==> src/rtl/fetch_pkg.sv <==
// Shared types and constants for the instruction-fetch controller.
package fetch_pkg;

  // Defaults for the controller parameters.
  localparam logic [31:0] DEFAULT_RESET_PC  = 32'h0000_0000;
  localparam logic [31:0] DEFAULT_HALT_WORD = 32'hDEAD_BEEF;

  // Controller states.
  typedef enum logic [1:0] {
    ST_IDLE = 2'd0,
    ST_RUN  = 2'd1,
    ST_HALT = 2'd2
  } fetch_state_e;

  // One buffered fetch: the instruction word and the address it came from.
  typedef struct packed {
    logic [31:0] pc;
    logic [31:0] instr;
  } fetch_entry_t;

  // Instruction addresses are word aligned; the low two bits are dropped.
  function automatic logic [31:0] word_align(input logic [31:0] addr);
    return addr & 32'hFFFF_FFFC;
  endfunction

endpackage

==> src/rtl/fetch_fifo.sv <==
// Small synchronous FIFO of fetch entries. A synchronous flush empties it and
// takes priority over any push or pop in the same cycle.
module fetch_fifo
  import fetch_pkg::*;
#(
  parameter int DEPTH = 2
) (
  input  logic         clk,
  input  logic         rst,
  input  logic         flush,
  input  logic         push,
  input  fetch_entry_t push_data,
  input  logic         pop,
  output fetch_entry_t head,
  output logic         full,
  output logic         empty
);

  localparam int AW = (DEPTH > 1) ? $clog2(DEPTH) : 1;
  localparam logic [AW:0] FULL_COUNT = (AW + 1)'(DEPTH);

  fetch_entry_t    mem [DEPTH];
  logic [AW-1:0]   wr_ptr;
  logic [AW-1:0]   rd_ptr;
  logic [AW:0]     count;
  logic            do_push;
  logic            do_pop;

  assign empty = (count == '0);
  assign full  = (count == FULL_COUNT);

  // A pop on an empty FIFO is ignored; a push into a full FIFO is accepted
  // only when the head leaves in the same cycle.
  assign do_pop  = pop & ~empty;
  assign do_push = push & (~full | do_pop);

  // Pointer and occupancy bookkeeping; pointers wrap naturally since DEPTH
  // is a power of two.
  // NOTE: sequential state uses non-blocking assignments so every register
  // samples the pre-edge values of the others.
  always_ff @(posedge clk or posedge rst) begin
    if (rst) begin
      wr_ptr <= '0;
      rd_ptr <= '0;
      count  <= '0;
    end else if (flush) begin
      wr_ptr <= '0;
      rd_ptr <= '0;
      count  <= '0;
    end else begin
      if (do_push) wr_ptr <= wr_ptr + 1'b1;
      if (do_pop)  rd_ptr <= rd_ptr + 1'b1;
      case ({do_push, do_pop})
        2'b10:   count <= count + 1'b1;
        2'b01:   count <= count - 1'b1;
        default: count <= count;
      endcase
    end
  end

  // Entry storage write port.
  // NOTE: the storage array is deliberately not reset; occupancy is tracked
  // by count, and stale slots are never presented because the head is masked
  // while empty.
  always_ff @(posedge clk) begin
    if (do_push && !flush) mem[wr_ptr] <= push_data;
  end

  assign head = mem[rd_ptr];

endmodule

==> src/rtl/fetch_ctrl.sv <==
// Instruction-fetch controller: owns the PC, reads the combinational
// instruction memory, buffers fetched words and hands them to decode over a
// valid/ready handshake. Redirects flush and refetch; the end-of-program
// marker word halts fetching.
module fetch_ctrl
  import fetch_pkg::*;
#(
  parameter logic [31:0] RESET_PC  = DEFAULT_RESET_PC,
  parameter logic [31:0] HALT_WORD = DEFAULT_HALT_WORD,
  parameter int          DEPTH     = 2
) (
  input  logic        clk,
  input  logic        rst,
  input  logic        fetch_en,
  output logic [31:0] imem_raddr,
  input  logic [31:0] imem_rdata,
  output logic        out_valid,
  input  logic        out_ready,
  output logic [31:0] out_instr,
  output logic [31:0] out_pc,
  input  logic        redirect_valid,
  input  logic [31:0] redirect_pc,
  output logic        halted
);

  fetch_state_e state;
  fetch_state_e state_next;
  logic [31:0]  pc;
  logic [31:0]  pc_next;

  fetch_entry_t push_entry;
  fetch_entry_t head;
  logic         fifo_full;
  logic         fifo_empty;

  logic         handshake;
  logic         pop;
  logic         push_ok;
  logic         is_halt_word;
  logic         push;
  logic         halt_hit;

  assign imem_raddr = pc;

  // The handshake is judged on the registered head only; a redirect discards
  // the head instead of delivering it.
  assign handshake    = out_valid & out_ready;
  assign pop          = handshake & ~redirect_valid;
  assign push_ok      = (state == ST_RUN) & fetch_en & (~fifo_full | handshake);
  assign is_halt_word = (imem_rdata == HALT_WORD);
  assign push         = push_ok & ~is_halt_word & ~redirect_valid;
  assign halt_hit     = push_ok & is_halt_word & ~redirect_valid;

  assign push_entry.pc    = pc;
  assign push_entry.instr = imem_rdata;

  fetch_fifo #(
    .DEPTH(DEPTH)
  ) u_fifo (
    .clk      (clk),
    .rst      (rst),
    .flush    (redirect_valid),
    .push     (push),
    .push_data(push_entry),
    .pop      (pop),
    .head     (head),
    .full     (fifo_full),
    .empty    (fifo_empty)
  );

  // Decode-facing outputs come straight from FIFO registers and read as zero
  // whenever nothing is buffered.
  assign out_valid = ~fifo_empty;
  assign out_instr = fifo_empty ? 32'h0 : head.instr;
  assign out_pc    = fifo_empty ? 32'h0 : head.pc;
  assign halted    = (state == ST_HALT);

  // Next-state logic: redirect dominates, then the normal IDLE/RUN/HALT walk.
  // NOTE: every combinational output gets a default first so no path can
  // leave it unassigned and infer a latch.
  always_comb begin
    state_next = state;
    if (redirect_valid) begin
      state_next = (state == ST_IDLE) ? ST_IDLE : ST_RUN;
    end else begin
      case (state)
        ST_IDLE: if (fetch_en) state_next = ST_RUN;
        ST_RUN:  if (halt_hit) state_next = ST_HALT;
        ST_HALT: state_next = ST_HALT;
        default: state_next = ST_IDLE;
      endcase
    end
  end

  // Next PC: redirect target, sequential advance on a push, otherwise hold
  // (including on the halt word, so the PC rests on the marker address).
  always_comb begin
    pc_next = pc;
    if (redirect_valid) pc_next = word_align(redirect_pc);
    else if (push)      pc_next = pc + 32'd4;
  end

  // State and PC registers.
  always_ff @(posedge clk or posedge rst) begin
    if (rst) begin
      state <= ST_IDLE;
      pc    <= RESET_PC;
    end else begin
      state <= state_next;
      pc    <= pc_next;
    end
  end

endmodule

==> config.mk <==
export PLATFORM = sky130hd
export DESIGN_NAME = fetch_ctrl
export DESIGN_NICKNAME = d
export VERILOG_FILES = /design/src/rtl/fetch_pkg.sv /design/src/rtl/fetch_fifo.sv /design/src/rtl/fetch_ctrl.sv
export SDC_FILE = /design/constraint.sdc
export NUM_CORES = 1
export LEC_CHECK = 0
export ABC_CLOCK_PERIOD_IN_PS = 8780
export BUFFER_PORTS_ARGS = -buffer_cell sky130_fd_sc_hd__buf_2
export CORE_MARGIN = 2
export CORE_UTILIZATION = 60
export CTS_BUF_LIST = sky130_fd_sc_hd__clkbuf_8
export DETAILED_ROUTE_END_ITERATION = 8
export GPL_TIMING_DRIVEN = 0
export PLACE_DENSITY_LB_ADDON = 0.15
export SLEW_MARGIN = 20
export SYNTH_ARGS = -nofsm -noshare
export SYNTH_HDL_FRONTEND = slang
export SYNTH_SLANG_ARGS = --single-unit
==> constraint.sdc <==
create_clock -name clk -period 8.78 [get_ports clk]
set_input_delay 0.439 -clock clk [delete_from_list [all_inputs] [get_ports clk]]
set_output_delay 0.439 -clock clk [all_outputs]
set_load 0.02 [all_outputs]
* Yosys cells after proc, flatten, opt, wreduce, memory -nomap -nowiden
Memories as Yosys holds them, arrays and structs flattened.
Cells that the tools add are included.
** Storage, ports and cells
- Register bits after elaboration :: 38
- Bits in writable memories :: 128
- Output and inout port bits :: 98
- Memories kept :: 1
** Operators by class
- Add/subtract/negate cells :: 5
- Equality and inequality tests :: 8
- Multiplexer cells :: 17
- Bitwise operators :: 16
- Reductions and logical operators :: 9
** Memories
- u_fifo.mem :: depth 2, bits a word 64, read ports 1, clocked after memory_dff 0, wr ports 1, RTL line fetch_fifo.sv:22 : fetch_entry_t mem [DEPTH];
** Operators by type and width (count)
- $mux 32 :: 4
- $add 32x3->32 const B :: 1
- $eq 32x32->1 const B :: 1
- $and 1x1->1 :: 10
- $mux 2 :: 4
- $mux 1 :: 7
- $eq 2x2->1 const B :: 3
- $ne 3x3->1 const B :: 2
- $pmux 2 s3 :: 1
- $reduce_bool 2->1 :: 3
- $eq 2x1->1 const B :: 2
- $logic_not 2->1 :: 2
- $not 1->1 :: 4
- $pmux 2 s2 :: 1
- $reduce_bool 3->1 :: 1
- $add 1x1->1 const B :: 2
- $add 2x1->2 const B :: 1
- $or 1x1->1 :: 2
- $reduce_and 2->1 :: 1
- $sub 2x1->2 const B :: 1
- $logic_and 1x1->1 :: 1
- $logic_not 1->1 :: 1

* Longest topological paths before layout
Gate-level depths: netlist of run 1.
- Depth after elaboration :: 11
- Depth in mapped cells :: 7

* Cells and area by module
Synthesis of run 1 repeated with hierarchy kept, for this count alone.
** Second synthesis, totals
- Cell total of the unflattened synthesis :: 560
- Area total of the unflattened synthesis :: 7502.2 sq um
** By module, submodules not included
- fetch_fifo :: instances 1, cells an instance 229, area each 4859.7 sq um
- fetch_ctrl :: instances 1, cells an instance 331, area each 2642.5 sq um

* Worst setup path before layout of run 1
No wires, ideal clock.
- Path kind :: input to register
- Start :: input redirect_valid
- End :: memory u_fifo.mem[0][0] (netlist bit) (enable)
- Setup time :: 0.559 ns
- Arrival :: 5.297 ns
- Path slack :: 2.924 ns
- Stages :: 4
- Buffers on the path :: 3
- Cells stage by stage :: clkbuf_1 > clkbuf_1 > clkbuf_1 > nor3_1
** On the way
- Cells in the longest elaborated chain, start to end :: 8
- Elaborated cells on any way between the ends :: 10
** RTL lines
- from (decl) :: RTL line fetch_ctrl.sv:21 : input logic redirect_valid,
- $not 1->1 :: RTL line fetch_ctrl.sv:48, fetch_ctrl.sv:51
- $and 1x1->1 :: RTL line fetch_ctrl.sv:48 : assign pop = handshake & ~redirect_valid;
- $and 1x1->1 :: RTL line fetch_fifo.sv:34 : assign do_pop = pop & ~empty;
- $or 1x1->1 :: RTL line fetch_fifo.sv:35 : assign do_push = push & (~full | do_pop);
- $and 1x1->1 :: RTL line fetch_fifo.sv:35
- $logic_and 1x1->1 * :: RTL line fetch_fifo.sv:66 : if (do_push && !flush) mem[wr_ptr] <= push_data;
- $mux 1 * :: RTL line fetch_fifo.sv:66
- $mux 1 (implied by the code) * :: RTL line fetch_fifo.sv:66
- to (decl) :: RTL line fetch_fifo.sv:22
Every way passes the cells marked *; elsewhere a longest branch is shown, timed or not.

* Worst setup path in the final report of run 1
- Start :: register state[1]
- End :: memory u_fifo.mem[0][9] (netlist bit) (enable)
** On the way
- Cells in the longest elaborated chain, start to end :: 9
** RTL lines
- from (decl) :: RTL line fetch_ctrl.sv:26 : fetch_state_e state;
- from (signal assigned) :: RTL line fetch_ctrl.sv:109 : state <= state_next;
- $eq 2x1->1 :: RTL line fetch_ctrl.sv:49 : assign push_ok = (state == ST_RUN) & fetch_en & (~fifo_full | handshake);
- $and 1x1->1 (2 in a row) :: RTL line fetch_ctrl.sv:49
- $and 1x1->1 (2 in a row) :: RTL line fetch_ctrl.sv:51 : assign push = push_ok & ~is_halt_word & ~redirect_valid;
- $and 1x1->1 :: RTL line fetch_fifo.sv:35
- $logic_and 1x1->1 :: RTL line fetch_fifo.sv:66
- $mux 1 :: RTL line fetch_fifo.sv:66
- $mux 1 (implied by the code) :: RTL line fetch_fifo.sv:66
No other way between the ends.

==> results.md, run 1 <==
* Proportion of synthesized area in mux cells at 9.36%
* Sum of buffers and inverters on the critical path at 4
* Post-synth top area share at 52.7%
* Rows at 39
* Max-slew headroom at 35.3%
* Max_cap viols at 0
* VDD IR-drop max at 0.000157 V
* WP data arrival at 3050 ps
* Initial antenna violation count at 1
* Post-CTS Setup Bufs at 0
* RSZ-0062 raised after global routing: false
* PortBufs at 159
* GPL Wtd Cong at 0.858
* Async S/R FF share, synth at 22.5%
* Final clock skew at 10.4 ps
* Post-CTS Resized at 0
* Tmin final at 2910 ps
* Root Driver: clkbuf_8
* CORE AREA at 11500 µm²
* R2R depth at 8
* Largest family of logic cells by synthesized area: simple AND/OR/NAND/NOR gates
* CTS tree: built
* Largest net degree at the start of global routing at 46
* Sink Count at 160
* Synth cell types at 52
* Global-route wire length before repair at 25.5 mm
* Area of the mapped netlist at 7070 µm²
* Slowest-stage cell, CP: nor3_2
* Detailed Place HPWL at 11.3 mm
* Most frequent cells in the layout: buf_2, edfxtp_1, nor2_1, mux2i_1, dfrtp_1
* Initial DRT Pass Iterations at 6
* ANT nets after route at 0
* Leading post-synthesis cells by cell area: edfxtp_1, dfrtp_1, mux2i_1
* WS Path Type: reg -> reg
* Commonest non-fill, non-tap cell in the layout: buf_2
* Cells after synthesis at 536
* Simple-Gate Fraction of Synth Area at 12.0%
* Clk pin slew, worst setup/hold paths at 90 ps
* Final setup TNS at 0 ps
* Hold Fails Final Rpt at 0
* Wire length per cell at 18.2 µm
* Max Fanout on Critical Path at 11
* Hold crit path type: in -> reg
* H-tree depth at 4
* GR Util All Layers at 26.0%
* Worst setup EP type: flip-flop
* Max frequency at 344 MHz
* CP Data Required Time at 8930 ps
* Routed vias/inst at 5.81
* Grt ovf at 0
* Xor/xnor share of the synthesized area at 2.48%
* Synthesized area per cell at 13.2 µm²
* Vias in the first global route at 5010
* PwrDens at 243 nW/µm²
* Die Height at 113 µm
* Die footprint at 12700 µm²
* Iter 0 DRT Violations at 377
* CTS buffer count at 17
* Placed Cells at 850
* Starting density of the core at 61.6%
* Worst path most repeated cell: buf_4
* I/O pin total at 167
* Min-Delay Path Depth at 1
* Leading area contributor after synthesis: edfxtp_1
* Seq/Total Area, Yosys at 65.4%
* # DRC at 0
* Vias at 5136
* Yosys reg bits at 160
* Outcome: finished clean
* Final setup viols at 0
* Final wirelength at 16.1 mm
* Worst r2r dst: u_fifo.mem[0][9]
* FF+latch area at 4620 µm²
* Area of the multi-input gates at 2270 µm²
* Max incr delay on CP at 560 ps
* CP startpoint kind: flip-flop
* Final non-filler cell total at 884
* Layout net count at 800
* Yosys Warn Count at 0
* RR Startpoint: state[1]
* Min-Delay Startpoint: imem_rdata[24]
* Max Root-Sink Buffers at 2
* LEAKAGE at 3.27 nW
* Adder-cell share of the synthesized area at 0.708%
* Reg2reg setup slack at 5870 ps
* Critical-path cell list: inv_1 > ha_1 > nand3_2 > a21o_1 > nor3_2 > buf_4 > buf_4 > buf_4
* Tightest Pin Transition at 967 ps
* Fillers at 801
* Clk_lat worst skew at 450 ps
* Final cycle utilization of the critical path at 33.1%
* Max Slew Vio Count at 0
* WHS Endpoint: u_fifo.mem[1][24]
* Compound-Gate Fraction of Synth Area at 7.29%
* Ys flop type: edfxtp_1
* Area Growth Syn to Fin at 21.6%
* Post-synth EDFFs at 124
* Die W at 113 µm
* Top delay family on crit path: buffers and inverters
* Layout cells sized above 1 at 30.0%
## final cells by class
type / count / share of cell area (%)
multi-input combinational: 334 / 26.5
clock inverter: 15 / 2.05
clock buffer: 17 / 2.72
buffer: 35 / 1.78
inverter: 10 / 0.437
timing repair buffer: 169 / 10.6
antenna: 1 / 0.0291
sequential: 160 / 53.8
tap: 143 / 2.08
## timing repair
action / in CTS / in global routing
hold buffers: 1 / 0
endpoints found under the setup margin: 0 / 0
hold endpoints to repair: 15 / 0
## through the flow
step	instance area, µm²	utilization (%)	hold WS (ps)	power (mW)	worst slack, ps
3_5_place_dp	8170	71.3	448	1.55	5640
2_1_floorplan	7080	-	500	1.35	2920
5_1_grt	8590	74.9	157	2.18	5750
3_3_place_gp	8050	70.2	522	1.53	553
4_1_cts	8590	74.9	159	2.10	5860
6_report	8590	74.9	192	2.09	5870
## synth_stat cells, drive strengths merged, types with 3 or more instances
| library cell | count |
|---|---|
| buf | 11 |
| nand4b | 6 |
| nor4 | 3 |
| nand3 | 14 |
| xnor2 | 16 |
| o31ai | 5 |
| a2111oi | 11 |
| ha | 4 |
| and3 | 4 |
| edfxtp | 124 |
| inv | 10 |
| nand2b | 3 |
| nand4 | 8 |
| xor2 | 4 |
| mux2i | 65 |
| a211o | 3 |
| dfrtp | 36 |
| a211oi | 5 |
| a31oi | 9 |
| nand2 | 29 |
| and4 | 4 |
| or4 | 7 |
| a41oi | 3 |
| nor2 | 78 |
| o21ai | 20 |
| clkbuf | 24 |
## flip-flops by register name, summed over array words and instances, names as in the netlist
register,flops
state,2
u_fifo.rd_ptr,1
u_fifo.mem,124
u_fifo.wr_ptr,1
u_fifo.count,2
imem_raddr,30
## cell families after synthesis
family	count (synthesis)
adders and majority gates	4
xor gates and xnor gates	20
DFF	160
other	1
buffers and inverters	45
muxes	66
AOI/OAI and AO/OA	70
and+or+nand+nor	170
## worst max path at each step
stage	cells past startpoint	start	endpoint
finish	8	state[1]	u_fifo.mem[0][9]
global route	8	state[1]	u_fifo.mem[0][6]
CTS	8	state[1]	u_fifo.mem[0][6]
detailed placement	9	imem_rdata[24]	u_fifo.mem[0][3]
global placement	4	redirect_valid	u_fifo.mem[0][61]
floorplan	4	redirect_valid	u_fifo.mem[0][0]
## report_power, final
part           switching [mW]  internal (mW)  leakage [nW]
registers              0.0497          0.894          1.55
logic                   0.387          0.207          1.52
clock network           0.288          0.262         0.195
## routing by layer
layer	vias up	global-route usage (%)	wire length (µm)
li1	2389	-	-
met1	2477	33.9	6550
met2	241	42.9	7970
met3	29	7.40	1250
met4	0	8.21	283
met5	-	0	0
Power figures use the tool's default switching activity.
==> run 2: changes to the inputs <==
--- a/config.mk
+++ b/config.mk
@@ -5,10 +5,11 @@
 export SDC_FILE = /design/constraint.sdc
 export NUM_CORES = 1
 export LEC_CHECK = 0
-export ABC_CLOCK_PERIOD_IN_PS = 8780
+export ABC_AREA = 1
+export ABC_CLOCK_PERIOD_IN_PS = 2400
 export BUFFER_PORTS_ARGS = -buffer_cell sky130_fd_sc_hd__buf_2
 export CORE_MARGIN = 2
-export CORE_UTILIZATION = 60
+export CORE_UTILIZATION = 51
 export CTS_BUF_LIST = sky130_fd_sc_hd__clkbuf_8
 export DETAILED_ROUTE_END_ITERATION = 8
 export GPL_TIMING_DRIVEN = 0
==> constraint.sdc (replaced) <==
create_clock -name clk -period 2.4 [get_ports clk]
set_input_delay 0.12 -clock clk [delete_from_list [all_inputs] [get_ports clk]]
set_output_delay 0.12 -clock clk [all_outputs]
set_load 0.02 [all_outputs]
==> run 2 against run 1 <==
Effect of this change: worst setup slack got worse by 5700 ps; critical path type is now in -> reg; first-iteration DRC count shrank 11%; clock-buffer cell count is 1 higher; clock power grew to 3.2 times the previous value; design area is 9.9% higher; synthesized area up 2.8%; via count grew 15%; flip-flop and latch count did not move; hold slack worse by 150 ps.
==> results.md, run 2 <==
* Outcome: finished clean
* Clock Power Share at 23.9% (-2.4 points)
* Synthesized area per cell at 9.79 µm² (-26%)
* Layer with the highest usage: met2
* Placed Cells at 1091 (+28%)
* CORE AREA at 13900 µm² (+21%)
* Area of the mapped netlist at 7260 µm² (+2.8%)
* Final cycle utilization of the critical path at 93.1%
* Starting density of the core at 52.3% (-9.3 points)
* Post-synth top area share at 51.3% (-1.4 points)
* Initial DRT Pass Iterations at 5 (-1)
* Detailed Place HPWL at 12.7 mm (+12%)
* Power share of the combinational group at 26.4% (-2.0 points)
* Final setup TNS at 0 ps (unchanged)
* Met1 Use GR at 31.4% (-2.5 points)
* Global-route wire length before repair at 27.8 mm (+9.3%)
* Max_cap viols at 0 (unchanged)
* WP data arrival at 2400 ps (-650 ps)
* Clk pin slew, worst setup/hold paths at 80 ps (about the same)
* Synth cell types at 29 (-44%)
* Leading post-synthesis cells by cell area: edfxtp_1, nand2_1, dfrtp_1
* Largest Register: u_fifo.mem
* Most frequent cells in the layout: nand2_1, buf_2, edfxtp_1, a21oi_1, dlygate4sd3_1
* PortBufs at 159 (unchanged)
* Worst slack, placed at -147 ps (-5790 ps)
* Die Height at 123 µm (+9.6%)
* Leading area contributor after synthesis: edfxtp_1
* Grt ovf at 0 (unchanged)
* Fin worst setup slack at 164 ps (-5710 ps)
* RSZ-0062 raised after global routing: false
* I/O pin total at 167 (unchanged)
* Final wirelength at 18.2 mm (+13%)
* Final setup viols at 0 (unchanged)
* Commonest non-fill, non-tap cell in the layout: nand2_1
* Max-slew headroom at 58.3% (+23 points)
* GPL Wtd Cong at 0.942 (+9.8%)
* R2R depth at 12 (+4)
* Total power at 7.41 mW (+250%)
* VDD IR-drop max at 0.000497 V (+220%)
* Max Root-Sink Buffers at 2 (unchanged)
* Async S/R FF share, synth at 22.5% (unchanged)
* Yosys Warn Count at 0 (unchanged)
* FF+latch area at 4620 µm² (unchanged)
* Area of the multi-input gates at 2320 µm² (+2.2%)
* Clk_lat worst skew at 460 ps (about the same)
* Switching share of power at 34.4% (-0.35 points)
* Root Driver: clkbuf_8
* # DRC at 0 (unchanged)
* Yosys reg bits at 160 (unchanged)
* Layout Utilization at 68.0% (-6.9 points)
* Area Growth Syn to Fin at 30.0%
* Largest net degree at the start of global routing at 25 (-46%)
* Fillers at 1102 (+38%)
* Cells after synthesis at 742 (+38%)
* ANT nets after route at 0 (unchanged)
* Sink Count at 160 (unchanged)
* Min-Delay Startpoint: fetch_en
* CTS buffer count at 17 (unchanged)
* CP Data Required Time at 2560 ps (-6370 ps)
* Max Fanout on Critical Path at 24 (+13)
* Worst Setup SP: imem_rdata[1]
* Hold Fails Final Rpt at 0 (unchanged)
* Sw power at 2.55 mW (+250%)
* Vias at 5918 (+15%)
* CTS tree: built
* Initial antenna violation count at 0 (-1)
* Max Slew Vio Count at 0 (unchanged)
* Vias in the first global route at 5736 (+14%)
* Final clock skew at 12.5 ps (+2.13 ps)
* Global Route met2 Usage at 41.4% (-1.5 points)
* Top-count cell post-synth: nand2_1
* Die footprint at 15200 µm² (+20%)
* Post-synth top cells: nand2_1, edfxtp_1, a21oi_1
* PwrDens at 785 nW/µm² (+220%)
* CP startpoint kind: primary input
* Max frequency at 447 MHz
* Min-Delay Path Depth at 5 (+4)
* Ys flop type: edfxtp_1
* Seq/Total Area, Yosys at 63.7% (-1.8 points)
* GR Util All Layers at 24.5% (-1.5 points)
* H-tree depth at 4 (unchanged)
* N_diodes at 0 (-1)
* Worst setup EP type: flip-flop
* Iter 0 DRT Violations at 336 (-11%)
* Layout cells sized above 1 at 22.1% (-7.9 points)
* Wire length per cell at 15.3 µm (-16%)
* Max reg flops at 124 (unchanged)
* Die W at 123 µm (+9.6%)
* Post-synth EDFFs at 124 (unchanged)
* Register share of total power at 49.7% (+4.5 points)
* Routed vias/inst at 4.98 (-14%)
* Hold crit path type: in -> reg
* LEAKAGE at 4.11 nW (+26%)
* Final non-filler cell total at 1188 (+34%)
* Layout net count at 1068 (+34%)
* Rows at 43 (+10%)
* M3 GR Usage at 5.58% (-1.8 points)
* WS Path Type: in -> reg
* Tightest Pin Transition at 625 ps (-342 ps)
* Internal power at 4.86 mW (+260%)
* Tmin final at 2240 ps
* RR Startpoint: u_fifo.count[0]
## run 2: final cells by class
class	instances	share of cell area [%]
multi-input cells	508	24.6
clock inverters	14	1.07
well taps	180	2.39
flip-flops and latches	160	49.0
repair buffers	230	16.5
clock buffers	18	2.62
inverters	44	1.82
plain buffers	33	1.89
repair inverters	1	0.0795
## run 2: logic make-up after synthesis
family,count (synthesis),share of synthesized area (%)
buffers and inverters,77,4.74
other,1,0.0516
AOI/OAI and AO/OA,86,6.31
adders and majority gates,4,0.689
xor gates and xnor gates,24,2.89
and+or+nand+nor,390,21.7
DFF,160,63.7
## run 2: repair_timing
action                                  in CTS  in global routing
cloned                                       1                  0
pin swaps                                    0                  0
hold endpoints to repair                   130                  0
endpoints found under the setup margin      24                 76
buffers inserted                             1                  0
hold buffers                                63                  0
gates resized for setup                      2                  4
## run 2: worst max-delay path: stages
cell           delay [ps]
dlygate4sd3_1         550
buf_2                 140
nand2_1                60
nor2_1                 40
nand2_1                70
nor2_1                 70
nand2_1               230
nand2_4               140
nor2_4                250
nand2_2               170
clkinvlp_4            150
buf_12                190
buf_16                180
## run 2: per-layer routing
metal	share of wire (%)	up-vias
li1	-	2972
met5	0	-
met2	48	197
met3	6.5	30
met1	43	2719
met4	2.0	0
## run 2: power groups by stage
stage | clock network (mW) | logic [mW] | registers, mW
after detailed placement | 0 | 1.87 | 3.73
after global routing | 1.91 | 2.17 | 3.72
final | 1.77 | 1.96 | 3.68
after CTS | 1.79 | 1.97 | 3.67
after floorplan | 0 | 1.09 | 3.79
after global placement | 0 | 1.80 | 3.74
## run 2: worst paths after layout
path	endpoint	slack [ps]
hold reg to reg	state[0]	510
setup / recovery	u_fifo.mem[0][15]	160
min in group asynchronous	imem_raddr[27]	160
setup reg to reg	u_fifo.mem[0][15]	190
hold / removal	state[1]	50
max in group asynchronous	imem_raddr[10]	1790
## run 2: through the flow
step           cell area, µm²  hold WS (ps)
4_1_cts                  9440          19.8
2_1_floorplan            7290           219
6_report                 9440          46.5
3_3_place_gp             8310           323
5_1_grt                  9440          92.6
3_5_place_dp             8440           104
==> run 3: changes to the inputs <==
--- a/config.mk
+++ b/config.mk
@@ -7,7 +7,7 @@
 export LEC_CHECK = 0
 export ABC_AREA = 1
 export ABC_CLOCK_PERIOD_IN_PS = 2400
-export BUFFER_PORTS_ARGS = -buffer_cell sky130_fd_sc_hd__buf_2
+export BUFFER_PORTS_ARGS = -buffer_cell sky130_fd_sc_hd__clkbuf_2
 export CORE_MARGIN = 2
 export CORE_UTILIZATION = 51
 export CTS_BUF_LIST = sky130_fd_sc_hd__clkbuf_8
==> run 3 against run 2 <==
Effect of this change: fmax up 2.0%; critical path depth unchanged; sequential power about the same; first-iteration DRC count up 12%; sequential share of layout area up 0.11 points; worst setup slack better by 44 ps; final cell count unchanged; via count up 0.71%; critical endpoint is now u_fifo.mem[0][54]; highest routed layer unchanged.
==> results.md, run 3 (synthesis gave the netlist of run 2 again) <==
* Wire length per cell at 15.1 µm (-1.3%)
* LEAKAGE at 4.04 nW (-1.5%)
* Max_cap viols at 0 (unchanged)
* Commonest non-fill, non-tap cell in the layout: nand2_1
* GR Util All Layers at 24.5% (about the same)
* Min-Delay Startpoint: fetch_en
* Clk_lat worst skew at 450 ps (about the same)
* Largest net degree at the start of global routing at 31 (+24%)
* Max reg flops at 124 (unchanged)
* Outcome: finished clean
* PwrDens at 777 nW/µm² (-1.0%)
* CP startpoint kind: primary input
* PortBufs at 159 (unchanged)
* WHS Endpoint: state[0]
* Tightest Pin Transition at 583 ps (-41.3 ps)
* Clk pin slew, worst setup/hold paths at 80 ps (about the same)
* Layout net count at 1068 (unchanged)
* ANT nets after route at 0 (unchanged)
* Root Driver: clkbuf_8
* Starting density of the core at 52.3% (unchanged)
* Grt ovf at 0 (unchanged)
* WS Path Type: in -> reg
* Vias at 5960 (+0.71%)
* Initial DRT Pass Iterations at 6 (+1)
* VDD IR-drop max at 0.000380 V (-24%)
* Final setup viols at 0 (unchanged)
* Global-route wire length before repair at 28.0 mm (+0.47%)
* Sink Count at 160 (unchanged)
* Layout Utilization at 67.9% (-0.14 points)
* Total power at 7.32 mW (-1.2%)
* Largest Register: u_fifo.mem
* DP Area at 8430 µm² (about the same)
* Min-Delay Path Depth at 5 (unchanged)
* CTS buffer count at 17 (unchanged)
* Iter 0 DRT Violations at 377 (+12%)
* Die Height at 123 µm (unchanged)
* # DRC at 0 (unchanged)
* Rows at 43 (unchanged)
* CP Data Required Time at 2600 ps (+40 ps)
* Area Growth Syn to Fin at 29.8%
* Vias in the first global route at 5628 (-1.9%)
* Layout cells sized above 1 at 22.4% (+0.30 points)
* H-tree depth at 4 (unchanged)
* CTS tree: built
* Initial antenna violation count at 0 (unchanged)
* Reg2reg setup slack at 280 ps (+90 ps)
* Max frequency at 456 MHz (+2.0%)
* Hold crit path type: in -> reg
* Max Fanout on Critical Path at 30 (+25%)
* Fillers at 1113 (+1.0%)
* Die footprint at 15200 µm² (unchanged)
* RR Startpoint: state[1]
* Worst setup EP type: flip-flop
* Routed vias/inst at 5.02 (+0.71%)
* CORE AREA at 13900 µm² (unchanged)
* Hold Fails Final Rpt at 0 (unchanged)
* Detailed Place HPWL at 12.5 mm (-1.3%)
* Final wirelength at 17.9 mm (-1.3%)
* N_diodes at 0 (unchanged)
* Worst r2r dst: u_fifo.mem[0][54]
* Most frequent cells in the layout: nand2_1, clkbuf_2, edfxtp_1, a21oi_1, dlygate4sd3_1
* Final clock skew at 7.31 ps (-5.19 ps)
* I/O pin total at 167 (unchanged)
* Max-slew headroom at 60.8% (+2.5 points)
* R2R depth at 10 (-2)
* Post-route cell area at 9420 µm² (-0.20%)
* Max Root-Sink Buffers at 2 (unchanged)
* Hold slack at 48.2 ps (+1.71 ps)
* Max Slew Vio Count at 0 (unchanged)
* WP data arrival at 2390 ps (about the same)
* RSZ-0062 raised after global routing: false
* Tmin final at 2190 ps (-44.5 ps)
* Final cycle utilization of the critical path at 91.3% (-1.9 points)
* GPL Wtd Cong at 0.948 (+0.69%)
* Die W at 123 µm (unchanged)
==> run 3: cell type report <==
| cell class | instances | area, µm² | area share [%] |
|---|---|---|---|
| flip-flops and latches | 160 | 4630 | 49.1 |
| multi-input cells | 508 | 2320 | 24.7 |
| repair buffers | 231 | 1570 | 16.6 |
| clock buffers | 17 | 234 | 2.48 |
| well taps | 180 | 225 | 2.39 |
| plain buffers | 33 | 179 | 1.90 |
| inverters | 44 | 171 | 1.82 |
| clock inverters | 15 | 98.8 | 1.05 |
==> run 3: power by group <==
part	switching, mW	leakage (nW)	internal [mW]
combinational	1.28	2.30	0.667
sequential	0.322	1.57	3.36
clock	0.981	0.174	0.705
==> run 3: per-stage QoR <==
stage	std cells	worst slack (ps)	setup TNS [ps]
3_5_place_dp	1091	125	0
3_3_place_gp	1084	-1300	-129210
6_report	1188	209	0
2_1_floorplan	745	-335	-20760
5_1_grt	1188	82.6	0
4_1_cts	1186	99.5	0
==> run 3: timing repair <==
action,4_1_cts,5_1_grt
setup endpoints to repair,32,30
setup buffers,0,2
hold endpoints to repair,130,0
hold buffers,63,0
pin swaps,0,1
gates resized for setup,3,2
==> run 3: worst max path at each step <==
stage	from	end	slack (ps)	depth (start not counted)
after global routing	u_fifo.rd_ptr	out_pc[5]	80	5
after global placement	state[1]	u_fifo.mem[1][4]	-1300	6
after CTS	u_fifo.count[0]	u_fifo.mem[0][54]	100	12
final	imem_rdata[1]	u_fifo.mem[0][54]	210	13
after detailed placement	state[1]	u_fifo.mem[0][60]	130	10
after floorplan	state[1]	u_fifo.mem[1][0]	-330	6
==> run 3: layer usage <==
metal | wire [µm] | part of all wire (%) | vias to the layer above | GRT usage [%]
li1 | - | - | 2969 | -
met2 | 8730 | 49 | 209 | 41.1
met4 | 432 | 2.4 | 0 | 9.87
met5 | 0 | 0 | - | 0
met3 | 1120 | 6.2 | 34 | 4.84
met1 | 7670 | 43 | 2748 | 31.4
==> run 3: worst max-delay path: stages <==
cell and delay (ps):
dlygate4sd3_1 550, clkbuf_2 130, nand2_1 50, nor2_1 130
nand2_1 80, nor2_1 190, nand2_2 170, nand2_4 160
nor2_4 60, nand2_1 110, clkinvlp_4 200, buf_12 220
buf_12 190
